File: config.mk
export PLATFORM = sky130hd
export DESIGN_NAME = program_counter_stack
export DESIGN_NICKNAME = d
export VERILOG_FILES = /design/src/rtl/program_counter_pkg.sv /design/src/rtl/pc_return_stack.sv /design/src/rtl/program_counter_stack.sv
export SDC_FILE = /design/constraint.sdc
export NUM_CORES = 1
export LEC_CHECK = 0
export ABC_AREA = 1
export CAP_MARGIN = 10
export CORE_MARGIN = 2
export CORE_UTILIZATION = 25
export CTS_CLUSTER_SIZE = 24
export DETAILED_ROUTE_END_ITERATION = 16
export GPL_TIMING_DRIVEN = 0
export HOLD_SLACK_MARGIN = 0.08
export PLACE_DENSITY = 0.48
export SETUP_SLACK_MARGIN = 0.3
export SYNTH_ARGS = -nofsm -noshare
export SYNTH_HDL_FRONTEND = slang
export SYNTH_SLANG_ARGS = --single-unit
export TNS_END_PERCENT = 100
File: constraint.sdc
create_clock -name clk -period 1.6 [get_ports clk]
set_input_delay 0.24 -clock clk [delete_from_list [all_inputs] [get_ports clk]]
set_output_delay 0.24 -clock clk [all_outputs]
set_load 0.01 [all_outputs]
File: src/rtl/program_counter_pkg.sv
// program_counter_pkg: command encoding and address-wrap helper shared by
// program_counter_stack and its return stack.
package program_counter_pkg;

    // One command acts per cycle, chosen by the top-level priority encoder.
    typedef enum logic [2:0] {
        PC_HOLD,
        PC_SET,
        PC_CALL,
        PC_RET,
        PC_BRANCH,
        PC_INC
    } pc_cmd_e;

    // Sequential successor address. Anything at or above the limit wraps to 0,
    // so an out-of-range load also wraps on its next increment.
    function automatic logic [31:0] pc_wrap_inc(input logic [31:0] value,
                                                input logic [31:0] limit);
        return (value >= limit) ? 32'd0 : value + 32'd1;
    endfunction

endpackage

File: src/rtl/pc_return_stack.sv
// pc_return_stack: circular return-address stack. Pushing into a full stack
// overwrites the oldest entry; popping an empty stack changes nothing. Both
// cases raise a one-cycle combinational pulse for the caller to register.
module pc_return_stack
    import program_counter_pkg::*;
#(
    parameter int unsigned WIDTH = 8,
    parameter int unsigned DEPTH = 4
) (
    input  logic             clk,
    input  logic             rst_n,
    input  logic             push_i,
    input  logic             pop_i,
    input  logic [WIDTH-1:0] push_data_i,
    output logic [WIDTH-1:0] pop_data_o,
    output logic             full_o,
    output logic             empty_o,
    output logic             overflow_o,
    output logic             underflow_o
);

    localparam int unsigned PW = (DEPTH > 1) ? $clog2(DEPTH) : 1;
    localparam int unsigned DW = $clog2(DEPTH + 1);

    logic [WIDTH-1:0] mem_q [DEPTH];
    logic [PW-1:0]    wr_ptr_q, wr_ptr_d;
    logic [PW-1:0]    nxt_ptr, top_ptr;
    logic [DW-1:0]    depth_q, depth_d;

    assign nxt_ptr = (wr_ptr_q == PW'(DEPTH - 1)) ? '0 : wr_ptr_q + PW'(1);
    assign top_ptr = (wr_ptr_q == '0) ? PW'(DEPTH - 1) : wr_ptr_q - PW'(1);

    assign pop_data_o  = mem_q[top_ptr];
    assign full_o      = (depth_q == DW'(DEPTH));
    assign empty_o     = (depth_q == '0);
    assign overflow_o  = push_i & full_o;
    assign underflow_o = pop_i & empty_o & ~push_i;

    // Pointer and occupancy update; a full push advances the pointer but keeps depth.
    always_comb begin
        wr_ptr_d = wr_ptr_q;
        depth_d  = depth_q;
        if (push_i) begin
            wr_ptr_d = nxt_ptr;
            if (!full_o) begin
                depth_d = depth_q + DW'(1);
            end
        end else if (pop_i && !empty_o) begin
            wr_ptr_d = top_ptr;
            depth_d  = depth_q - DW'(1);
        end
    end

    // Pointer and depth registers.
    always_ff @(posedge clk or negedge rst_n) begin
        if (!rst_n) begin
            wr_ptr_q <= '0;
            depth_q  <= '0;
        end else begin
            wr_ptr_q <= wr_ptr_d;
            depth_q  <= depth_d;
        end
    end

    // Entry storage; contents after reset are irrelevant because depth is 0.
    always_ff @(posedge clk) begin
        if (push_i) begin
            mem_q[wr_ptr_q] <= push_data_i;
        end
    end

endmodule

File: src/rtl/program_counter_stack.sv
// program_counter_stack: fetch-address counter with stall, absolute load,
// signed relative branch and a hardware call/return stack.
// Optional macro PROGRAM_COUNTER_STACK_ERR_EN enables the sticky
// overflow/underflow flags; without it they read 0 and err_clr is ignored.
module program_counter_stack
    import program_counter_pkg::*;
#(
    parameter int unsigned COUNT_WIDTH = 8,
    parameter int unsigned COUNT_LIMIT = 255,
    parameter int unsigned RESET_VALUE = 0,
    parameter int unsigned STACK_DEPTH = 4
) (
    input  logic                   clk,
    input  logic                   rst_n,
    input  logic                   en,
    input  logic                   set,
    input  logic [COUNT_WIDTH-1:0] set_value,
    input  logic                   branch,
    input  logic [COUNT_WIDTH-1:0] offset,
    input  logic                   call,
    input  logic                   ret,
    input  logic                   err_clr,
    output logic [COUNT_WIDTH-1:0] count,
    output logic                   stack_empty,
    output logic                   stack_full,
    output logic                   overflow,
    output logic                   underflow
);

    localparam int unsigned BW = COUNT_WIDTH + 2;
    localparam logic signed [BW-1:0] LIMIT_S = BW'(COUNT_LIMIT);
    localparam logic signed [BW-1:0] SPAN_S  = BW'(COUNT_LIMIT + 1);

    pc_cmd_e                 cmd;
    logic [COUNT_WIDTH-1:0]  count_q, count_d;
    logic [COUNT_WIDTH-1:0]  inc_val;
    logic [COUNT_WIDTH-1:0]  stk_top;
    logic signed [BW-1:0]    br_sum, br_fix;
    logic                    stk_push, stk_pop;
    logic                    stk_empty, stk_full, stk_ovf, stk_unf;
    logic                    unused_bits;

    assign inc_val = COUNT_WIDTH'(pc_wrap_inc(32'(count_q), COUNT_LIMIT));
    assign br_sum  = $signed({2'b00, count_q})
                   + $signed({{2{offset[COUNT_WIDTH-1]}}, offset});

    // Priority encoder: set beats the stall, everything else needs en.
    always_comb begin
        if (set) begin
            cmd = PC_SET;
        end else if (!en) begin
            cmd = PC_HOLD;
        end else if (call) begin
            cmd = PC_CALL;
        end else if (ret) begin
            cmd = PC_RET;
        end else if (branch) begin
            cmd = PC_BRANCH;
        end else begin
            cmd = PC_INC;
        end
    end

    // Branch target folded back into 0..COUNT_LIMIT with a single correction.
    always_comb begin
        if (br_sum[BW-1]) begin
            br_fix = br_sum + SPAN_S;
        end else if (br_sum > LIMIT_S) begin
            br_fix = br_sum - SPAN_S;
        end else begin
            br_fix = br_sum;
        end
    end

    // Next-count mux; a return on an empty stack falls back to an increment.
    always_comb begin
        count_d = count_q;
        case (cmd)
            PC_SET, PC_CALL: count_d = set_value;
            PC_RET:          count_d = stk_empty ? inc_val : stk_top;
            PC_BRANCH:       count_d = br_fix[COUNT_WIDTH-1:0];
            PC_INC:          count_d = inc_val;
            default:         count_d = count_q;
        endcase
    end

    // Program counter register.
    always_ff @(posedge clk or negedge rst_n) begin
        if (!rst_n) begin
            count_q <= COUNT_WIDTH'(RESET_VALUE);
        end else begin
            count_q <= count_d;
        end
    end

    assign stk_push = (cmd == PC_CALL);
    assign stk_pop  = (cmd == PC_RET);

    pc_return_stack #(
        .WIDTH (COUNT_WIDTH),
        .DEPTH (STACK_DEPTH)
    ) u_stack (
        .clk         (clk),
        .rst_n       (rst_n),
        .push_i      (stk_push),
        .pop_i       (stk_pop),
        .push_data_i (inc_val),
        .pop_data_o  (stk_top),
        .full_o      (stk_full),
        .empty_o     (stk_empty),
        .overflow_o  (stk_ovf),
        .underflow_o (stk_unf)
    );

    assign count       = count_q;
    assign stack_empty = stk_empty;
    assign stack_full  = stk_full;

`ifdef PROGRAM_COUNTER_STACK_ERR_EN
    logic overflow_q, overflow_d;
    logic underflow_q, underflow_d;

    // Sticky flags; a new event in the same cycle as err_clr keeps the flag set.
    always_comb begin
        overflow_d  = stk_ovf | (overflow_q & ~err_clr);
        underflow_d = stk_unf | (underflow_q & ~err_clr);
    end

    // Error flag registers.
    always_ff @(posedge clk or negedge rst_n) begin
        if (!rst_n) begin
            overflow_q  <= 1'b0;
            underflow_q <= 1'b0;
        end else begin
            overflow_q  <= overflow_d;
            underflow_q <= underflow_d;
        end
    end

    assign overflow    = overflow_q;
    assign underflow   = underflow_q;
    assign unused_bits = ^br_fix[BW-1:COUNT_WIDTH];
`else
    assign overflow    = 1'b0;
    assign underflow   = 1'b0;
    assign unused_bits = ^{br_fix[BW-1:COUNT_WIDTH], err_clr, stk_ovf, stk_unf};
`endif

endmodule

Yosys cells after proc, flatten, opt, wreduce, memory -nomap -nowiden
Memory sizes are Yosys's and may differ from the RTL's.
Cells that the tools add are included.
- add/sub/neg operators: 8
- eq/ne operators: 8
- reduce and logical (&&, ||, !) cells: 8
- $lt $le $gt $ge: 2
- multiplexer cells: 19
- operator list (kind ; count):
    $mux W8 ; 4
    $pmux W8 S4 ; 1
    $mux W3 ; 7
    $add A8 B1 Y8 const B ; 2
    $add A9 B8 Y10 ; 1
    $gt A10 B9 Y1 const B ; 1
    $eq A3 B3 Y1 const B ; 3
    $ge A8 B8 Y1 const B ; 1
    $mux W2 ; 4
    $sub A8 B1 Y8 const B ; 1
    $eq A3 B2 Y1 const B ; 2
    $reduce_bool A4 Y1 ; 1
    $add A3 B1 Y3 const B ; 1
    $eq A3 B1 Y1 const B ; 1
    $logic_not A3 Y1 ; 1
    $mux W1 ; 3
    $sub A3 B1 Y3 const B ; 1
    $add A2 B1 Y2 const B ; 1
    $eq A2 B2 Y1 const B ; 1
    $logic_not A2 Y1 ; 1
    $ne A2 B2 Y1 const B ; 1
    $reduce_and A2 Y1 ; 1
    $reduce_bool A2 Y1 ; 1
    $reduce_or A2 Y1 ; 1
    other kinds (3) ; 3
- bits in writable memories: 32
- register bits: 13
- logic and storage cells: 49
- memories kept: 1
- memory list (memory ; words ; width ; rd ports ; clocked after memory_dff ; wr ports ; RTL line ; source):
    u_stack.mem_q ; 4 ; 8 ; 1 ; 0 ; 1 ; pc_return_stack.sv:25 ; logic [WIDTH-1:0] mem_q [DEPTH];

Depth between registers and ports, before layout
Gate-level depths: netlist (run 1).
- word-level depth: 9
- mapped depth: 11

Modules after synthesis
A second synthesis (run 1) with hierarchy kept.
- cell total of the unflattened synthesis: 384
- area total of the unflattened synthesis: 2907.8 um^2
- modules (own cells, without submodules) (module ; instances ; cells an instance ; area an instance (um^2)):
    pc_return_stack ; 1 ; 149 ; 1640.3
    program_counter_stack ; 1 ; 235 ; 1267.5

Worst setup path before layout (run 1)
Ideal clock, no wire load.
- path type: register to register
- start: reg count_q[0] (netlist: count[0])
- end: reg count_q[2] (netlist: count[2])
- required time: 1487 ps
- clock period less this slack: 1798 ps
- setup slack: -198 ps
- arrival time: 1685 ps
- stages on the path, launching flop included: 10
- cells stage by stage: dfrtp_1 > ha_1 > fa_1 > or2_2 > nand3_1 > nand2_1 > nor2_1 > nand3_1 > nand2_1 > inv_1
- longest elaborated chain between the ends: 5
- elaborated cells between the ends (all ways): 11
- RTL lines (item ; RTL line ; source):
    start: declaration ; program_counter_stack.sv:35 ; logic [COUNT_WIDTH-1:0] count_q, count_d;
    start signal: assignment ; program_counter_stack.sv:90 ; count_q <= COUNT_WIDTH'(RESET_VALUE);
    start signal: assignment ; program_counter_stack.sv:92 ; count_q <= count_d;
    $add A9 B8 Y10 ; program_counter_stack.sv:45 ; + $signed({{2{offset[COUNT_WIDTH-1]}}, offset});
    $sub A8 B1 Y8 or $gt A10 B9 Y1 (tied branches) ; program_counter_stack.sv:69, program_counter_stack.sv:68 ;
    $mux W8 ; program_counter_stack.sv:68 ; end else if (br_sum > LIMIT_S) begin
    $mux W8 ; program_counter_stack.sv:66 ; if (br_sum[BW-1]) begin
    $pmux W8 S4 (*) ; program_counter_stack.sv:78 ; case (cmd)
Mark *: on every way between the ends. The rest lies on a longest branch, timed or not.
A chain may end at the register's enable or synchronous reset.

Final worst setup path (run 1)
Ends and elaborated chain as after synthesis.

==> results.sh, run 1 <==
export IMPL_place_area_mm2=0.00327
export IMPL_rsz0062_at_grt="true"
export IMPL_htree_levels=2
export IMPL_setup_ws_ps=-86.6
export IMPL_grt_use_total_pct=13.1
export IMPL_ys_seq_area_share_pct=48.2
export IMPL_fin_crit_sh_pct=105
export IMPL_design_area_mm2=0.00433
export IMPL_drt_iter0_drc=67
export IMPL_initial_core_util_pct=25.7
export IMPL_cts_root_buf="clkbuf_8"
export IMPL_synthDistinctLibCells=29
export IMPL_syn_inst=319
export IMPL_netlist_area_mm2=0.00267
export IMPL_r2r_start="count[0]"
export IMPL_avgRoutedWirePerCell_um=13.9
export IMPL_slew_viol_final=0
export IMPL_synth_edf_count=32
export IMPL_ir_worst_vdd_uv=417
export IMPL_reg2reg_depth=9
export IMPL_violations="setup timing"
export IMPL_num_rows=37
export IMPL_ys_flop_type="edfxtp_1"
export IMPL_setup_violations=3
export IMPL_die_h_um=107
export IMPL_slew_headroom_pct=57.4
export IMPL_dp_slack_ps=-490
export IMPL_cts_sinks=45
export IMPL_place_congestion=0.807
export IMPL_drv_cap=0
export IMPL_grt_ovfl_total=0
export IMPL_status="complete, but fails checks"
export IMPL_via_per_inst=4.38
export IMPL_layout_drive_gt1_share_pct=41.7
export IMPL_dp_cells=488
export IMPL_critPathLaunchType="register"
export IMPL_skew_ps=9.92
export IMPL_end_kind="register"
export IMPL_fin_crit_ps=1690
export IMPL_hold_end="count[3]"
export IMPL_first_pass_iters=5
export IMPL_pin_count=36
export IMPL_grt_pass1_wl_um=11600
export IMPL_grt_pass1_vias=2362
export IMPL_die_w_um=107
export IMPL_hp_start="set"
export IMPL_ys_warn_count=0
export IMPL_vias=2435
export IMPL_hold_violations=0
export IMPL_holdPathStages=4
export IMPL_ff2ff_setup_slack_ps=-90
export IMPL_p_total_mw=4.97
export IMPL_cts_clk_slew_worst_paths_ps=90
export IMPL_tightest_slew_ps=637
export IMPL_diodes=0
export IMPL_holdCritPathClass="input pin to register"
export IMPL_fmax_ghz=0.593
export IMPL_clock_latency_ps=300
export IMPL_critPathArrivalTime_ps=1890
export IMPL_grt_antenna_before_repair=0
export IMPL_async_flop_share_pct=28.9
export IMPL_nNetsFinal=457
export IMPL_remaining_drc_errors=0
export IMPL_ant_nets=0
export IMPL_drt_total_wl_um=7730
export IMPL_die_area_mm2=0.0115
export IMPL_power_density_mw_per_mm2=1150
export IMPL_port_buffers=32
export IMPL_coreArea_mm2=0.0104
export IMPL_cts_tree="yes"
export IMPL_syn_to_final_growth_pct=62.3
export IMPL_clockBufferDepth=2
export IMPL_grt_start_max_net_pins=16
export IMPL_avgSynthCellArea_um2=8.37
export IMPL_p_leak_nw=1.79
export IMPL_fin_setup_tns_ps=-127
export IMPL_dp_hpwl_um=5090
export IMPL_critPathRequiredTime_ps=1800
export IMPL_numCtsBuffers=5
export IMPL_r2r_end="count[2]"
export IMPL_final_cells=556
export IMPL_cp_max_fo=3
export IMPL_synth_seq_cells=45
export IMPL_crit_type="register to register"
[cell usage in the layout, fill, tap and decap left out, drive strengths merged, types with 3 or more instances in the layout]
master          n
a21oi           8
buf            69
clkbuf          9
clkdlybuf4s50  18
dfrtp          13
edfxtp         32
ha             12
inv            33
nand2          97
nand3          44
nand3b          3
nand4           7
nor2           39
o21a            3
o21ai           5
or2             4
xor2            6
[Yosys cell counts, drive strengths merged (3+ instances only)]
| master | count | area, um2 |
|---|---|---|
| buf | 5 | 30.0 |
| nor2 | 39 | 171 |
| o21a | 3 | 22.5 |
| xor2 | 6 | 52.6 |
| or2 | 4 | 25.0 |
| ha | 12 | 150 |
| a21oi | 8 | 40.0 |
| nand2 | 97 | 367 |
| o21ai | 5 | 32.5 |
| edfxtp | 32 | 961 |
| nand4 | 7 | 50.1 |
| dfrtp | 13 | 325 |
| nand3 | 44 | 225 |
| inv | 33 | 124 |
| nand3b | 3 | 22.5 |
[area by class of cell]
| class | count | area, um2 |
|---|---|---|
| buffer | 5 | 52.6 |
| clock buffer | 5 | 68.8 |
| clock inverter | 3 | 46.3 |
| fill | 1017 | 6040 |
| inverter | 35 | 158 |
| multi-input combinational | 235 | 1650 |
| sequential | 45 | 1300 |
| tap | 136 | 170 |
| timing repair buffer | 92 | 890 |
[worst max path at each step]
| stage | start | end |
|---|---|---|
| 3_5_place_dp | en | u_stack.depth_q[2] |
| 6_report | count[0] | count[2] |
| 5_1_grt | count[0] | count[2] |
| 2_1_floorplan | count[0] | count[2] |
| 4_1_cts | count[0] | count[2] |
| 3_3_place_gp | en | u_stack.depth_q[2] |
[routing by layer]
layer,part of all wire [%],global-route usage (%),wire (um)
met5,0,0,0
met4,0.65,3.57,50
met3,2.9,2.18,228
met2,53,23.7,4090
met1,44,16.2,3370
[where the power goes]
group	internal (mW)	switching, mW	total [mW]
Sequential	1.42	0.116	1.54
Clock	0.467	0.395	0.863
Combinational	1.22	1.35	2.57
[repair_timing]
item | 4_1_cts | 5_1_grt
hold buffers | 0 | 0
setup buffers | 34 | 26
setup endpoints to repair | 83 | 82
pin swaps | 26 | 18
gates resized for setup | 91 | 59
[critical path: stages (launching register included)]
cell and delay [ps]:
dfrtp_2 430, ha_4 170, fa_2 360, or2_4 240, nand3_2 70, nand2_1 60
nor2_1 90, nand3_1 70, nand2_1 60, inv_1 30
[kinds of logic (layout without fill, tap and decap cells)]
group / count (synthesis) / after routing / synth area share [%]
xor gates and xnor gates: 6 / 6 / 1.97
adders and majority gates: 14 / 14 / 7.12
DFF: 45 / 45 / 48.2
and+or+nand+nor: 195 / 195 / 32.4
other: 1 / 2 / 0.140
AOI/OAI and AO/OA: 18 / 18 / 4.12
buffers and inverters: 40 / 140 / 6.04
[sequential cells by signal, summed over array words and instances (netlist names)]
register,count
u_stack.mem_q,32
u_stack.wr_ptr_q,2
count,8
u_stack.depth_q,3
[through the flow]
stage | utilization, % | hold WS (ps)
3_3_place_gp | 31.5 | 558
4_1_cts | 37.9 | 351
2_1_floorplan | - | -55.6
5_1_grt | 41.8 | 314
6_report | 41.8 | 309
3_5_place_dp | 31.5 | 555
(Power assumes the default switching activity.)
==> run 2: changes to the inputs <==
--- a/config.mk
+++ b/config.mk
@@ -14,6 +14,7 @@
 export GPL_TIMING_DRIVEN = 0
 export HOLD_SLACK_MARGIN = 0.08
 export PLACE_DENSITY = 0.48
+export RECOVER_POWER = 100
 export SETUP_SLACK_MARGIN = 0.3
 export SYNTH_ARGS = -nofsm -noshare
 export SYNTH_HDL_FRONTEND = slang
==> run 2 against run 1 <==
  * Largest cell class unchanged
  * First-iteration DRC count unchanged
  * Sequential power barely moved
  * Worst setup slack is essentially flat
  * Combinational power barely moved
  * The flow still finishes with violations (setup timing)
  * Via count fell by 0.25%
  * Global-route usage stayed put
  * Sequential share of layout area stayed put
  * Final area unchanged
  * Critical path depth did not move
==> results.sh, run 2 (synthesis gave the netlist of run 1 again) <==
export IMPL_holdCritPathClass="input pin to register"
export IMPL_grt_antenna_before_repair=0
export IMPL_avgRoutedWirePerCell_um=13.9
export IMPL_slowest_delay_ps=430
export IMPL_cts_sinks=45
export IMPL_cts_clk_slew_worst_paths_ps=90
export IMPL_diodes=0
export IMPL_grt_start_max_net_pins=16
export IMPL_fin_crit_sh_pct=105
export IMPL_regArea_mm2=0.00130
export IMPL_htree_levels=2
export IMPL_die_h_um=107
export IMPL_hold_buffers=0
export IMPL_fmax_ghz=0.593
export IMPL_initial_core_util_pct=25.7
export IMPL_setup_violations=3
export IMPL_fin_crit_ps=1690
export IMPL_final_common_cell="nand2_1"
export IMPL_syn_to_final_growth_pct=62.3
export IMPL_num_fill_cells=1017
export IMPL_die_w_um=107
export IMPL_rsz0062_at_grt="true"
export IMPL_grt_pass1_wl_um=11600
export IMPL_crit_top_cell="nand2_1"
export IMPL_slew_viol_final=0
export IMPL_skew_ps=9.48
export IMPL_coreArea_mm2=0.0104
export IMPL_p_leak_nw=1.79
export IMPL_vias=2429
export IMPL_place_congestion=0.807
export IMPL_violations="setup timing"
export IMPL_port_buffers=32
export IMPL_drt_total_wl_um=7730
export IMPL_path_cells="ha_4 > fa_2 > or2_4 > nand3_2 > nand2_1 > nor2_1 > nand3_1 > nand2_1 > inv_1"
export IMPL_slew_headroom_pct=57.0
export IMPL_first_pass_iters=5
export IMPL_layout_drive_gt1_share_pct=41.7
export IMPL_cts_root_buf="clkbuf_8"
export IMPL_critPathRequiredTime_ps=1800
export IMPL_final_cell_mix="nand2_1, buf_4, nand3_1, edfxtp_1, nor2_1"
export IMPL_remaining_drc_errors=0
export IMPL_end_kind="register"
export IMPL_tightest_slew_ps=643
export IMPL_grt_use_total_pct=13.1
export IMPL_cp_max_fo=3
export IMPL_num_rows=37
export IMPL_critPathLaunchType="register"
export IMPL_dp_slack_ps=-490
export IMPL_cts_tree="yes"
export IMPL_clock_latency_ps=300
export IMPL_ir_worst_vdd_uv=417
export IMPL_grt_ovfl_total=0
export IMPL_clockBufferDepth=2
export IMPL_setup_ws_ps=-86.6
export IMPL_die_area_mm2=0.0115
export IMPL_largest_register_ffs=32
export IMPL_critPathArrivalTime_ps=1890
export IMPL_largest_register="u_stack.mem_q"
export IMPL_cp_slowest_cell="dfrtp_2"
export IMPL_drt_iter0_drc=67
export IMPL_numCtsBuffers=5
export IMPL_power_density_mw_per_mm2=1150
export IMPL_grt_pass1_vias=2362
export IMPL_status="complete, but fails checks"
export IMPL_crit_buf_inv=1
export IMPL_hold_violations=0
export IMPL_dp_hpwl_um=5090
export IMPL_via_per_inst=4.37
export IMPL_hold_slack_ps=309
export IMPL_crit_type="register to register"
export IMPL_drv_cap=0
export IMPL_nNetsFinal=457
export IMPL_pin_count=36
export IMPL_critical_path_top_delay_family="simple AND/OR/NAND/NOR gates"
export IMPL_ant_nets=0
export IMPL_multi_input_area_mm2=0.00165
run 2: area by class of cell:
cell class | instances | share of cell area (%)
well taps | 136 | 3.93
inverters | 35 | 3.64
multi-input cells | 235 | 38.0
clock buffers | 5 | 1.59
flip-flops and latches | 45 | 30.0
plain buffers | 5 | 1.21
repair buffers | 92 | 20.5
clock inverters | 3 | 1.07
run 2: tightest hold or removal path, delay by kind of cell:
kind / cells / cell delay (ps)
simple gates: 3 / 190
buf+inv: 1 / 140
run 2: power by group:
group / total (mW) / internal, mW / switching (mW)
Clock: 0.863 / 0.467 / 0.396
Combinational: 2.57 / 1.22 / 1.35
Sequential: 1.54 / 1.42 / 0.116
Total: 4.97 / 3.11 / 1.86
run 2: path summary, 6_finish.rpt:
kind	slack (ps)	end	from	depth (start not counted)
min in group asynchronous	400	count[4]	rst_n	1
setup / recovery	-90	count[2]	count[0]	9
hold / removal	310	count[3]	set	4
hold reg to reg	610	count[5]	count[5]	2
max in group asynchronous	740	u_stack.wr_ptr_q[0]	rst_n	1
setup reg to reg	-90	count[2]	count[0]	9
run 2: what timing repair did:
action | in CTS | in global routing
hold endpoints to repair | 0 | 0
pin swaps | 26 | 18
resized for setup | 91 | 59
setup endpoints to repair | 83 | 82
gates cloned | 0 | 0
setup buffers | 34 | 26
run 2: layer usage:
layer / vias to the layer above / GRT usage (%) / wire length (um)
li1: 1244 / - / -
met1: 1133 / 16.2 / 3360
met2: 50 / 23.7 / 4100
met3: 2 / 2.18 / 228
met4: 0 / 3.57 / 33
met5: - / 0 / 0
run 2: per-stage QoR:
stage               cell area, um2  util, %  cells  power [mW]  TNS (ps)
floorplan                     2780        -    320        2.70     -81.5
global placement              3270     31.5    488        3.19    -15540
detailed placement            3270     31.5    488        3.21    -15840
CTS                           3930     37.9    530        4.62      -541
global route                  4330     41.8    556        5.28      -817
finish                        4330     41.8    556        4.97      -121
